$ cat src/rtl/cpu_fpu_fma_issue.sv
// Issue stage in front of the fused multiply-add unit: folds the R4 FMA variant into
// operand sign flips and runs the unit's level handshake. Optional: CPU_FPU_FMA_CANON_NAN_EN.
module cpu_fpu_fma_issue #(
    parameter int RD_WIDTH = 5
) (
    input  logic                i_clock,
    input  logic                i_reset,
    input  logic                i_valid,
    input  logic [1:0]          i_op,
    input  logic [31:0]         i_rs1,
    input  logic [31:0]         i_rs2,
    input  logic [31:0]         i_rs3,
    input  logic [RD_WIDTH-1:0] i_rd,
    input  logic                i_flush,
    output logic                o_busy,
    output logic                o_valid,
    output logic [RD_WIDTH-1:0] o_rd,
    output logic [31:0]         o_result,
    output logic                o_fma_request,
    output logic [31:0]         o_fma_op1,
    output logic [31:0]         o_fma_op2,
    output logic [31:0]         o_fma_op3,
    input  logic                i_fma_ready,
    input  logic [31:0]         i_fma_result
);

    typedef enum logic [1:0] {
        ST_IDLE         = 2'd0,
        ST_WAIT_READY   = 2'd1,
        ST_WAIT_RELEASE = 2'd2,
        ST_RESULT       = 2'd3
    } state_t;

    localparam logic [31:0] CANON_NAN = 32'h7FC0_0000;

    // The unit only computes op1*op2+op3, so negation is a plain sign-bit flip.
    function automatic logic [31:0] flip_sign(input logic [31:0] value, input logic en);
        return {value[31] ^ en, value[30:0]};
    endfunction

    function automatic logic [31:0] capture_result(input logic [31:0] raw);
`ifdef CPU_FPU_FMA_CANON_NAN_EN
        if ((raw[30:23] == 8'hFF) && (raw[22:0] != 23'd0)) begin
            return CANON_NAN;
        end else begin
            return raw;
        end
`else
        return raw;
`endif
    endfunction

    state_t                state_r;
    logic                  drop_r;
    logic                  busy_r;
    logic                  strobe_r;
    logic                  request_r;
    logic [RD_WIDTH-1:0]   rd_r;
    logic [31:0]           result_r;
    logic [31:0]           op1_r;
    logic [31:0]           op2_r;
    logic [31:0]           op3_r;

    // A late flush must still be able to swallow the strobe in the result cycle itself.
    assign o_valid       = strobe_r & ~i_flush;
    assign o_busy        = busy_r;
    assign o_rd          = rd_r;
    assign o_result      = result_r;
    assign o_fma_request = request_r;
    assign o_fma_op1     = op1_r;
    assign o_fma_op2     = op2_r;
    assign o_fma_op3     = op3_r;

    // Sequencer: accept, hold request until ready, wait for release, strobe result.
    always_ff @(posedge i_clock) begin
        if (i_reset) begin
            state_r   <= ST_IDLE;
            drop_r    <= 1'b0;
            busy_r    <= 1'b0;
            strobe_r  <= 1'b0;
            request_r <= 1'b0;
            rd_r      <= {RD_WIDTH{1'b0}};
            result_r  <= 32'd0;
            op1_r     <= 32'd0;
            op2_r     <= 32'd0;
            op3_r     <= 32'd0;
        end else begin
            case (state_r)
                ST_IDLE: begin
                    strobe_r <= 1'b0;
                    // A still-high ready would be a stale result; never fire into it.
                    if (i_valid && !i_flush && !i_fma_ready) begin
                        op1_r     <= flip_sign(i_rs1, i_op[1]);
                        op2_r     <= i_rs2;
                        op3_r     <= flip_sign(i_rs3, i_op[0]);
                        rd_r      <= i_rd;
                        request_r <= 1'b1;
                        busy_r    <= 1'b1;
                        drop_r    <= 1'b0;
                        state_r   <= ST_WAIT_READY;
                    end
                end
                ST_WAIT_READY: begin
                    if (i_flush) begin
                        drop_r <= 1'b1;
                    end
                    if (i_fma_ready) begin
                        result_r  <= capture_result(i_fma_result);
                        request_r <= 1'b0;
                        state_r   <= ST_WAIT_RELEASE;
                    end
                end
                ST_WAIT_RELEASE: begin
                    if (!i_fma_ready) begin
                        busy_r <= 1'b0;
                        drop_r <= 1'b0;
                        if (drop_r || i_flush) begin
                            state_r <= ST_IDLE;
                        end else begin
                            strobe_r <= 1'b1;
                            state_r  <= ST_RESULT;
                        end
                    end else if (i_flush) begin
                        drop_r <= 1'b1;
                    end
                end
                ST_RESULT: begin
                    strobe_r <= 1'b0;
                    state_r  <= ST_IDLE;
                end
                default: begin
                    strobe_r  <= 1'b0;
                    request_r <= 1'b0;
                    busy_r    <= 1'b0;
                    drop_r    <= 1'b0;
                    state_r   <= ST_IDLE;
                end
            endcase
        end
    end

endmodule

$ cat config.mk
export PLATFORM = sky130hd
export DESIGN_NAME = cpu_fpu_fma_issue
export DESIGN_NICKNAME = d
export VERILOG_FILES = /design/src/rtl/cpu_fpu_fma_issue.sv
export SDC_FILE = /design/constraint.sdc
export NUM_CORES = 1
export LEC_CHECK = 0
export ABC_AREA = 1
export BUFFER_PORTS_ARGS = -buffer_cell sky130_fd_sc_hd__buf_2
export CAP_MARGIN = 20
export CORE_MARGIN = 5
export CORE_UTILIZATION = 25
export DETAILED_ROUTE_END_ITERATION = 6
export GPL_TIMING_DRIVEN = 0
export REMOVE_ABC_BUFFERS = 1
export SLEW_MARGIN = 20
export SYNTH_ARGS = -nofsm -noshare
export SYNTH_HDL_FRONTEND = slang
export SYNTH_SLANG_ARGS = --single-unit
$ cat constraint.sdc
create_clock -name i_clock -period 2.3 [get_ports i_clock]
set_clock_uncertainty 0.15 [all_clocks]
set_input_delay 0.345 -clock i_clock [delete_from_list [all_inputs] [get_ports i_clock]]
set_output_delay 0.345 -clock i_clock [all_outputs]
set_load 0.005 [all_outputs]
==> metrics <==
TritonCTS clock tree built; routed wire length 16.8 mm; width of the chip between 150 and 200 µm; max cap viols 0; post-synthesis to final-layout area growth 48.5%; category of the worst setup path launch point register; global-route wire length before repair roughly 25 mm; flip-flop and latch count after synthesis about 140; worst slew slack as a fraction of its limit 0.354; Site Rows between 50 and 60; IO Port Bufs about 280; summed negative setup slack over all endpoints 0 ns; switching portion of total power 0.308; commonest non-fill, non-tap cells in the layout sky130_fd_sc_hd__buf_2, sky130_fd_sc_hd__nand2_1, sky130_fd_sc_hd__dfxtp_1, sky130_fd_sc_hd__a21oi_1, sky130_fd_sc_hd__nor2_1; setup violation total in the final timing report 0; clock transition at the registers of the reported paths 0.07 ns; cell-by-cell listing of the critical path inv_1 > ha_2 > nand3_4 > inv_16 > buf_12 > nand2_1 > a21oi_1; number of antenna violations at the first check in global routing 0; first-pass iteration count of the detailed router 4; initial cell density of the core 0.254; CTS H-Tree Depth 4; vias after detailed routing approximately 5,100; # DRC 0; count of unique library cells instantiated by Yosys 16; power share of the combinational group 0.199; final estimated routing congestion in global placement about 0.74; Filler cells between 2,000 and 2,500; cell area after placement ~0.0065 mm²; number of DRC violations after detailed-routing iteration 0 105; Final Hold Fails 0; Post-Route Hold Slack about 0.027 ns; total CTS buffers 17; mean cell area of the mapped netlist 7.77 µm²; Final Max Slew Viols 0; actual slew at the worst max-slew pin slightly below 1 ns; vias per cell around 4.2; switching power summed over all nets roughly 2.1 mW; Critical Path AT approximately 2.2 ns; pwr dens between 900 and 1000 mW/mm²; Global Route Usage Sum 0.142; maximum clock frequency between 0.4 and 0.5 GHz; overall die area 0.0227 mm²; most common cell after layout, fill and taps aside sky130_fd_sc_hd__buf_2; antenna-violating nets left 0; final instance area roughly 0.0073 mm²; clock latency at the later pin of the worst-skew pair slightly above 0.4 ns; Leakage Power between 3 and 4 nW; critical path's top delay family buffers and inverters; buffer depth of the longest clock path 2; number of global-route vias before repair roughly 4,800; multi-input logic area 0.00194 mm²; peak fanout along the critical path 44; sequential cell area 0.00278 mm²; average wire per cell in the routed design between 10 and 15 µm; fraction of power consumed by sequential logic 0.411; share of layout cells above drive strength 1 0.349; number of buffers and inverters on the critical path 3; startpoint-to-endpoint class of the critical path reg2reg; total half-perimeter wirelength after legalization and detailed placement around 11 mm; final critical delay including setup and external delays ~2 ns; Setup crit end kind register; clock tree root driver cell sky130_fd_sc_hd__clkbuf_16; final cycle utilization of the critical path 0.879; largest net degree at the start of global routing 57; Net count, final between 1,000 and 1,500; status finished, final reports clean; Die H about 150 µm; pre-CTS WS -0.566 ns; setup slack after layout around 0.28 ns; warning count from the yosys run 0; area of the core region approximately 0.019 mm²; Final Util 0.378; worst path required time 2.49 ns; clock sink total roughly 140; min-delay worst type in2reg; Syn Std Cell Area around 0.005 mm²; total I/O pin count about 280; unrepaired setup endpoints after global routing no; slowest cell on the critical path sky130_fd_sc_hd__ha_2; worst stage delay on the critical path between 0.3 and 0.4 ns; global route overflow 0; part of the power in the clock network 0.389; internal power 4.67 mW; Syn Inst Count about 640; post-synthesis sequential area ratio 0.562; Worst IR Drop VDD roughly 450 µV; total inserted antenna cells 0
==> registers in the layout, summed over array words and instances (netlist names) <==
name	flops
o_fma_op1	32
o_fma_op2	32
o_fma_op3	32
o_result	32
o_rd	5
state_r	2
drop_r	1
o_busy	1
o_fma_request	1
strobe_r	1
==> logic make-up after synthesis <==
logic type               Yosys count  share of synthesized area
XOR/XNOR                           2                    0.00354
flip-flops                       139                      0.562
buffers and inverters             52                     0.0521
AND/OR/NAND/NOR                  296                      0.226
adder cells (fa/ha/maj)            4                     0.0101
AO/OA/AOI/OAI                    144                      0.146
==> worst reg2reg max path, cell delays in order, from the launching register on <==
cell	delay (ns)
sky130_fd_sc_hd__dfxtp_1	0.31
sky130_fd_sc_hd__inv_1	0.16
sky130_fd_sc_hd__ha_2	0.37
sky130_fd_sc_hd__nand3_4	0.21
sky130_fd_sc_hd__inv_16	0.23
sky130_fd_sc_hd__buf_12	0.23
sky130_fd_sc_hd__nand2_1	0.16
sky130_fd_sc_hd__a21oi_1	0.13
==> layout make-up <==
class                           count  share of cell area
Timing Repair inverter              2             0.00221
Sequential cell                   139               0.379
Multi-Input combinational cell    448               0.264
Tap cell                          265              0.0451
Timing Repair Buffer              298               0.225
Inverter                           10             0.00783
Clock inverter                     14              0.0172
Clock buffer                       18              0.0598
==> path summary, 6_finish.rpt <==
kind / startpoint / to / slack [ns] / cells past startpoint
setup reg to reg: state_r[1] / o_fma_op1[7] / 0.28 / 7
setup / recovery: state_r[1] / o_fma_op1[7] / 0.28 / 7
hold / removal: i_rs2[12] / o_fma_op2[12] / 0.03 / 3
hold reg to reg: o_fma_op2[22] / o_fma_op2[22] / 0.31 / 2
==> cells in the mapped netlist, drive strengths merged <==
master,instances,area [µm²]
ha,4,50.1
inv,10,37.5
dfxtp,139,2780
nand3,2,15.0
nand2,215,807
buf,13,111
xnor2,2,17.5
nor2,78,293
a21oi,106,531
nor3,1,5.00
o21ai,38,190
clkbuf,29,109
==> timing repair <==
action,in CTS,in global routing
pin swaps,1,0
gates cloned,4,0
endpoints found under the setup margin,134,32
gates resized for setup,8,0
hold buffers,15,0
buffers inserted,2,3
hold endpoints to repair,15,0
==> metal layers <==
layer / GRT usage / share of wire
met4: 0.0440 / 0.010
met3: 0.0572 / 0.10
met2: 0.240 / 0.46
met1: 0.165 / 0.42
met5: 0 / 0
==> per-stage QoR <==
step | total power, mW | instances
after floorplan | 3.48 | 595
after global placement | 4.05 | 1135
after detailed placement | 4.07 | 1138
after CTS | 6.88 | 1191
after global routing | 7.20 | 1194
final | 6.75 | 1194
==> power groups by stage <==
stage / logic, mW / registers, mW / clock network [mW]
floorplan: 0.624 / 2.86 / 0
global placement: 1.23 / 2.82 / 0
global route: 1.54 / 2.81 / 2.85
finish: 1.35 / 2.78 / 2.63
CTS: 1.36 / 2.78 / 2.74
detailed placement: 1.24 / 2.83 / 0
No activity file was read; power rests on OpenSTA's default activity.
